## src/rtl/flush_sync_n.sv

```systemverilog
// Per-lane D/I/E flush and stall synchroniser for an N-issue pipeline.
// Defers a decode redirect seen under an issue stall and can hold flush_d for a drain window.
module flush_sync_n #(
  parameter int LANES        = 4,
  parameter int DRAIN_CYCLES = 1,
  parameter int CW           = (DRAIN_CYCLES > 0) ? $clog2(DRAIN_CYCLES + 1) : 1
) (
  input  logic                 clk,
  input  logic                 reset,
  input  logic [LANES-1:0]     align_f,
  input  logic [2*LANES-1:0]   pcsrc_d,
  input  logic [LANES-1:0]     pcsrc_i,
  input  logic [LANES-1:0]     stall_i,
  input  logic                 stall_i_all,
  output logic [LANES-1:0]     flush_d,
  output logic [LANES-1:0]     flush_i,
  output logic [LANES-1:0]     flush_e,
  output logic                 redirect_pending,
  output logic                 drain_busy
);

  typedef enum logic [1:0] {
    IDLE  = 2'd0,
    HOLD  = 2'd1,
    DRAIN = 2'd2
  } state_t;

  state_t          state_q, state_d;
  logic [CW-1:0]   cnt_q, cnt_d;
  logic            pend_q, pend_d;
  logic            busy_q, busy_d;

  logic            any_i;
  logic            any_d;
  logic            fire;
  logic [LANES-1:0] older_i;

  // older_i[k]: some lane ahead of k in program order redirected in issue
  always_comb begin
    logic acc;
    acc     = 1'b0;
    older_i = '0;
    any_d   = 1'b0;
    for (int k = 0; k < LANES; k++) begin
      older_i[k] = acc;
      acc        = acc | pcsrc_i[k];
      any_d      = any_d | pcsrc_d[2*k+1] | pcsrc_d[2*k];
    end
    any_i = acc;
  end

  always_comb begin
    state_d = state_q;
    cnt_d   = cnt_q;
    fire    = 1'b0;

    case (state_q)
      IDLE: begin
        if (any_i || (any_d && !stall_i_all)) begin
          fire = 1'b1;
        end else if (any_d) begin
          state_d = HOLD;
        end
      end
      HOLD: begin
        // An issue redirect is older than the held decode one and supersedes it.
        if (any_i || !stall_i_all) begin
          fire = 1'b1;
        end
      end
      DRAIN: begin
        if (any_i) begin
          fire = 1'b1;
        end else if (cnt_q > CW'(1)) begin
          cnt_d = cnt_q - CW'(1);
        end else begin
          cnt_d   = '0;
          state_d = IDLE;
        end
      end
      default: begin
        state_d = IDLE;
        cnt_d   = '0;
      end
    endcase

    if (fire) begin
      if (DRAIN_CYCLES > 0) begin
        state_d = DRAIN;
        cnt_d   = CW'(DRAIN_CYCLES);
      end else begin
        state_d = IDLE;
        cnt_d   = '0;
      end
    end

    pend_d = (state_d == HOLD);
    busy_d = (state_d == DRAIN);
  end

  always_ff @(posedge clk or posedge reset) begin
    if (reset) begin
      state_q <= IDLE;
      cnt_q   <= '0;
      pend_q  <= 1'b0;
      busy_q  <= 1'b0;
    end else begin
      state_q <= state_d;
      cnt_q   <= cnt_d;
      pend_q  <= pend_d;
      busy_q  <= busy_d;
    end
  end

  assign flush_e = stall_i | older_i | {LANES{reset}};
  assign flush_i = older_i | ({LANES{stall_i_all}} & ~stall_i) | {LANES{reset}};
  assign flush_d = {LANES{fire | (state_q == DRAIN) | reset}} | align_f;

  assign redirect_pending = pend_q;
  assign drain_busy       = busy_q;

endmodule
```

## config.mk

```make
export PLATFORM = sky130hd
export DESIGN_NAME = flush_sync_n
export DESIGN_NICKNAME = d
export VERILOG_FILES = /design/src/rtl/flush_sync_n.sv
export SDC_FILE = /design/constraint.sdc
export NUM_CORES = 1
export LEC_CHECK = 0
export ABC_AREA = 1
export ABC_CLOCK_PERIOD_IN_PS = 1600
export CAP_MARGIN = 5
export CORE_MARGIN = 4
export CORE_UTILIZATION = 32
export CTS_CLUSTER_SIZE = 16
export DETAILED_ROUTE_END_ITERATION = 16
export GPL_TIMING_DRIVEN = 0
export PLACE_DENSITY_LB_ADDON = 0.2
export SYNTH_ARGS = -nofsm -noshare
export SYNTH_HDL_FRONTEND = slang
export SYNTH_SLANG_ARGS = --single-unit
```

## constraint.sdc

```tcl
create_clock -name clk -period 1.6 [get_ports clk]
set_input_delay 0.4 -clock clk [delete_from_list [all_inputs] [get_ports clk]]
set_output_delay 0.4 -clock clk [all_outputs]
set_load 0.01 [all_outputs]
```

=== Word level (Yosys, flattened, before mapping) ===
Cells that the tools add are included.

* Add/sub/neg operators: 1
* Order comparisons: 1
* Equality and inequality tests: 6
* Muxes and demuxes: 14
* Bitwise gates (word level): 19
* Reductions and logical operators: 7

{| class="wikitable"
|+ Operators with widths
! cell !! count
|-
| 4-bit bitwise OR || 5
|-
| 1-bit bitwise OR || 12
|-
| 2-bit 2-to-1 mux || 5
|-
| 1-bit 2-to-1 mux || 6
|-
| 2-bit one-hot mux with 3 select lines || 1
|-
| 4-bit AND || 1
|-
| 2-bit by 1-bit == test with 1-bit output (second input constant) || 2
|-
| 2-bit == test (second input constant) || 2
|-
| 4-bit inverter || 1
|-
| 3-bit inequality test (second input constant) || 1
|-
| 1-bit one-hot mux with 3 select lines || 1
|-
| 2-bit logical NOT || 1
|-
| 1-bit logical OR || 2
|-
| 2-bit by 1-bit inequality test with 1-bit output (second input constant) || 1
|-
| 1-bit one-hot mux with 2 select lines || 1
|-
| 2-bit AND reduction || 1
|-
| 2-bit OR reduction || 1
|-
| 1-bit > comparator (second input constant) || 1
|-
| 1-bit logical AND || 1
|-
| 1-bit logical NOT || 1
|-
| 1-bit subtractor (second input constant) || 1
|}

* Flip-flop bits (word level): 5
* Output and inout port bits: 14

=== Logic depth before layout (Yosys ltp) ===
* Depth after elaboration: 14
* Mapped depth: 8
* Gate-level depth less buffers: 8

=== Worst setup path before layout ===
Ideal clock, no wire load.

* Path type: input port to output port
* Start: input port pcsrc_i[3]
* End: output port flush_d[0]
* Data arrival time: 0.988 ns
* Data required time: 1.200 ns
* Path slack: 0.212 ns
* Stages: 6
* Path buffers: 0
* Cell sequence: nor2_2 nand3_2 nand2_1 inv_2 nand2_4 nand4_1

* Word-level cells in the longest chain between the ends: 7
* Elaborated cells between the ends (all ways): 10

{| class="wikitable"
|+ Ends and longest elaborated chain
! what !! RTL line !! RTL
|-
| start: declaration || 12 || <nowiki>input logic [LANES-1:0] pcsrc_i,</nowiki>
|-
| 1-bit bitwise OR (*) || 46 || <nowiki>acc = acc | pcsrc_i[k];</nowiki>
|-
| 1-bit logical OR (on tied branches) || 67, 59 ||
|-
| 1-bit 2-to-1 mux (on tied branches) || 67, 59 ||
|-
| 1-bit one-hot mux with 3 select lines (*) || 57 || <nowiki>case (state_q)</nowiki>
|-
| 1-bit bitwise OR (*) (2 in a row) || 117 || <nowiki>assign flush_d = {LANES{fire | (state_q == DRAIN) | reset}} | align_f;</nowiki>
|-
| 4-bit bitwise OR (*) || 117 ||
|-
| end: declaration || 15 || <nowiki>output logic [LANES-1:0] flush_d,</nowiki>
|}

Every way passes the cells marked *; elsewhere a longest branch is shown, timed or not.

=== Worst setup path after layout ===
* Start: input port reset
* End: output port flush_e[2]

* Word-level cells in the longest chain between the ends: 1

{| class="wikitable"
|+ Ends and longest elaborated chain
! what !! RTL line !! RTL
|-
| start: declaration || 9 || <nowiki>input logic reset,</nowiki>
|-
| 4-bit bitwise OR || 115 || <nowiki>assign flush_e = stall_i | older_i | {LANES{reset}};</nowiki>
|-
| end: declaration || 17 || <nowiki>output logic [LANES-1:0] flush_e,</nowiki>
|}

No other way between the ends.

==> metrics.yaml <==
yosys:
  synth.avg_cell_area_um2: 6.20
  synth-seq-area-share: 0.237
  post_synth_instance_area_um2: 422
  synth_top_cell_by_area: "dfrtp_1"
  yosys.area_share.xor_xnor: 0
  synth.lib_cells_used.distinct: 16
  postSynthRegisterBits: 4
  fraction_of_the_mapped_netlist_area_in_compound_gates: 0.0356
  synth_adder_area_share: 0
  yosys.area_share.simple: 0.558
  yosysWarnings: 0
  post-synth-top-area-fraction: 0.237
  synth_top_family_by_area: "simple AND/OR/NAND/NOR gates"
  netlist_top_cells_area: "dfrtp_1 (24%), inv_1 (16%), nand2_1 (13%)"
  synth_fp_nets: 91
  synth_mux_area_frac: 0
  synthCells: 68
detailed_routing:
  remaining_drc_errors: 0
  avgRoutedWirePerCell_um: 11.2
  top_layer_used: "met3"
  drtIter0Drc: 12
  wl_met1_um: 563
  via_count: 575
  met3_length_um: 74
  via_per_inst: 4.46
  antenna_left: 0
  detail_route.wirelength_um: 1440
  drt_pass1_iterations: 4
  routed-wl-met2_um: 803
pwr:
  ir_worst_vdd_v: 0.000629
  power_density_nw_per_um2: 757
  total_power_mw: 0.626
  leakagePower_nw: 0.459
die:
  chipHeight_um: 44.3
  die_area_um2: 1960
  ioPinCount: 37
  row_count: 12
  floorplan.core_area_um2: 1170
  initial_utilization: 0.360
  die_width_um: 44.3
critical_path:
  cp_data_required_time_ns: 1.20
  worst_ep_arrival_time_ns: 1.25
  critical_path_peak_fanout: 5
  worst-setup-path-type: "input pin to output port"
  cp-start-kind: "input pin"
  crit_path_end_kind: "output port"
cts:
  cts.path.max_buffers: 2
  cts_hold_repair.buffers: 0
  worstSkewPairLatency_ns: 0.22
  cts_htree_levels: 1
  clock-sinks: 4
  tritoncts.num_buffers: 3
  cts.clk_slew.worst_paths_ns: 0.03
  clk_root_buffer_cell: "clkbuf_4"
  cts_tree: "yes"
job:
  maxCapViolations: 0
timing:
  finalClockSkew_ns: 0.00208
  final-max-slew-violation-count: 0
  relSlewSlack: 0.845
  setup_tns_ns: -0.0955
  timing.final.crit_share: 1.03
  hold_violations: 0
  worstMarginPinSlew_ns: 0.231
  fin_hold_ws_ns: 0.206
  fmaxAchievable_ghz: 0.605
  finalSetupViolCount: 4
  rsz_0062_raised_after_global_routing: "true"
  setup_slack_ns: -0.0521
  final_period_minus_worst_setup_slack_ns: 1.65
finish:
  finish.cell_count_without_fillers: 129
  fillerInstances: 105
  layout_commonest_cell: "buf_2"
  mostFrequentLayoutCells: "buf_2 (20), inv_1 (15), nand2_1 (11)"
  post_route_cells_drive_above_1_share: 0.504
  synthToLayoutAreaGrowth_pct: 96.1
  final_net_count: 140
  antennaDiodeCount: 0
global_routing:
  first_pass_grt_wire_length_um: 2410
  grtUsageTotal: 0.161
  vias_in_the_first_global_route: 583
  gr-total-overflow: 0
  maximum_number_of_pins_on_one_net_before_global_route_repair: 7
  antenna_found_initial: 0
status:
  status: "complete, but fails checks"
  failing_checks: "negative setup slack"
worst_hold_path:
  worst_hold_path_type: "input pin to async pin"
placement:
  hpwl_um: 1130
  placement.io_buffers: 36
  place_congestion: 0.747
  place_ws_ns: -0.778
  dpl.cell_count: 118
## critical path, stage by stage
cell	delay, ns
clkdlybuf4s15_2	0.22
nor3_2	0.20
buf_4	0.16
nand2_1	0.05
clkdlybuf4s15_2	0.22
## Yosys cell counts
| cell | count |
|---|---|
| nand3_1 | 1 |
| nor3_1 | 1 |
| nand2_1 | 15 |
| nor2_4 | 1 |
| nand3b_4 | 1 |
| nand3_2 | 1 |
| nand4_1 | 4 |
| o21ai_0 | 3 |
| nor2_2 | 3 |
| or2_2 | 1 |
| inv_1 | 18 |
| dfrtp_1 | 4 |
| nand2_4 | 3 |
| nand2_2 | 1 |
| nor2_1 | 10 |
| inv_2 | 1 |
## final timing paths
check                                   end  depth (start not counted)  slack, ns        from
max                              flush_e[2]                          5      -0.05       reset
min                              state_q[1]                          2       0.21       reset
max reg2reg                redirect_pending                          8       0.38  state_q[0]
min reg2reg                      state_q[0]                          5       0.67  state_q[1]
max in group asynchronous        drain_busy                          2       1.24       reset
min in group clk                 state_q[0]                          5       0.67  state_q[1]
## sequential cells by signal (all words and copies together) (netlist names)
name              cells
drain_busy            1
state_q               2
redirect_pending      1
## through the flow
stage | instance area, um^2 | util
6_report | 827 | 0.706
3_5_place_dp | 800 | 0.683
2_1_floorplan | 422 | -
5_1_grt | 827 | 0.706
3_3_place_gp | 800 | 0.683
4_1_cts | 833 | 0.712
## power breakdown
group / total [mW] / switching [mW] / leakage [nW] / internal (mW)
Clock: 0.116 / 0.0330 / 0.0138 / 0.0833
Sequential: 0.132 / 0.00919 / 0.0483 / 0.123
Combinational: 0.378 / 0.191 / 0.397 / 0.187
## cell families after synthesis
group	after synthesis
AO/OA/AOI/OAI	3
buffers and inverters	19
flip-flops	4
AND/OR/NAND/NOR	42
## layout make-up
cell class / instances / area, um^2 / area share
repair buffers: 44 / 328 / 0.396
inverters: 19 / 71.3 / 0.0862
multi-input cells: 45 / 288 / 0.348
well taps: 14 / 17.5 / 0.0212
clock buffers: 3 / 22.5 / 0.0272
flip-flops and latches: 4 / 100 / 0.121
## metal layers
| layer | global-route usage | vias up |
|---|---|---|
| met5 | 0 | - |
| met4 | 0.0602 | 0 |
| met3 | 0.0244 | 0 |
| met2 | 0.299 | 16 |
| met1 | 0.182 | 262 |
| li1 | - | 297 |
## repair_timing
action	4_1_cts	5_1_grt
pin swaps	17	7
setup endpoints to repair	12	11
setup buffers	7	1
gates resized for setup	107	6
Note: power is estimated with default switching activity, not from simulation.
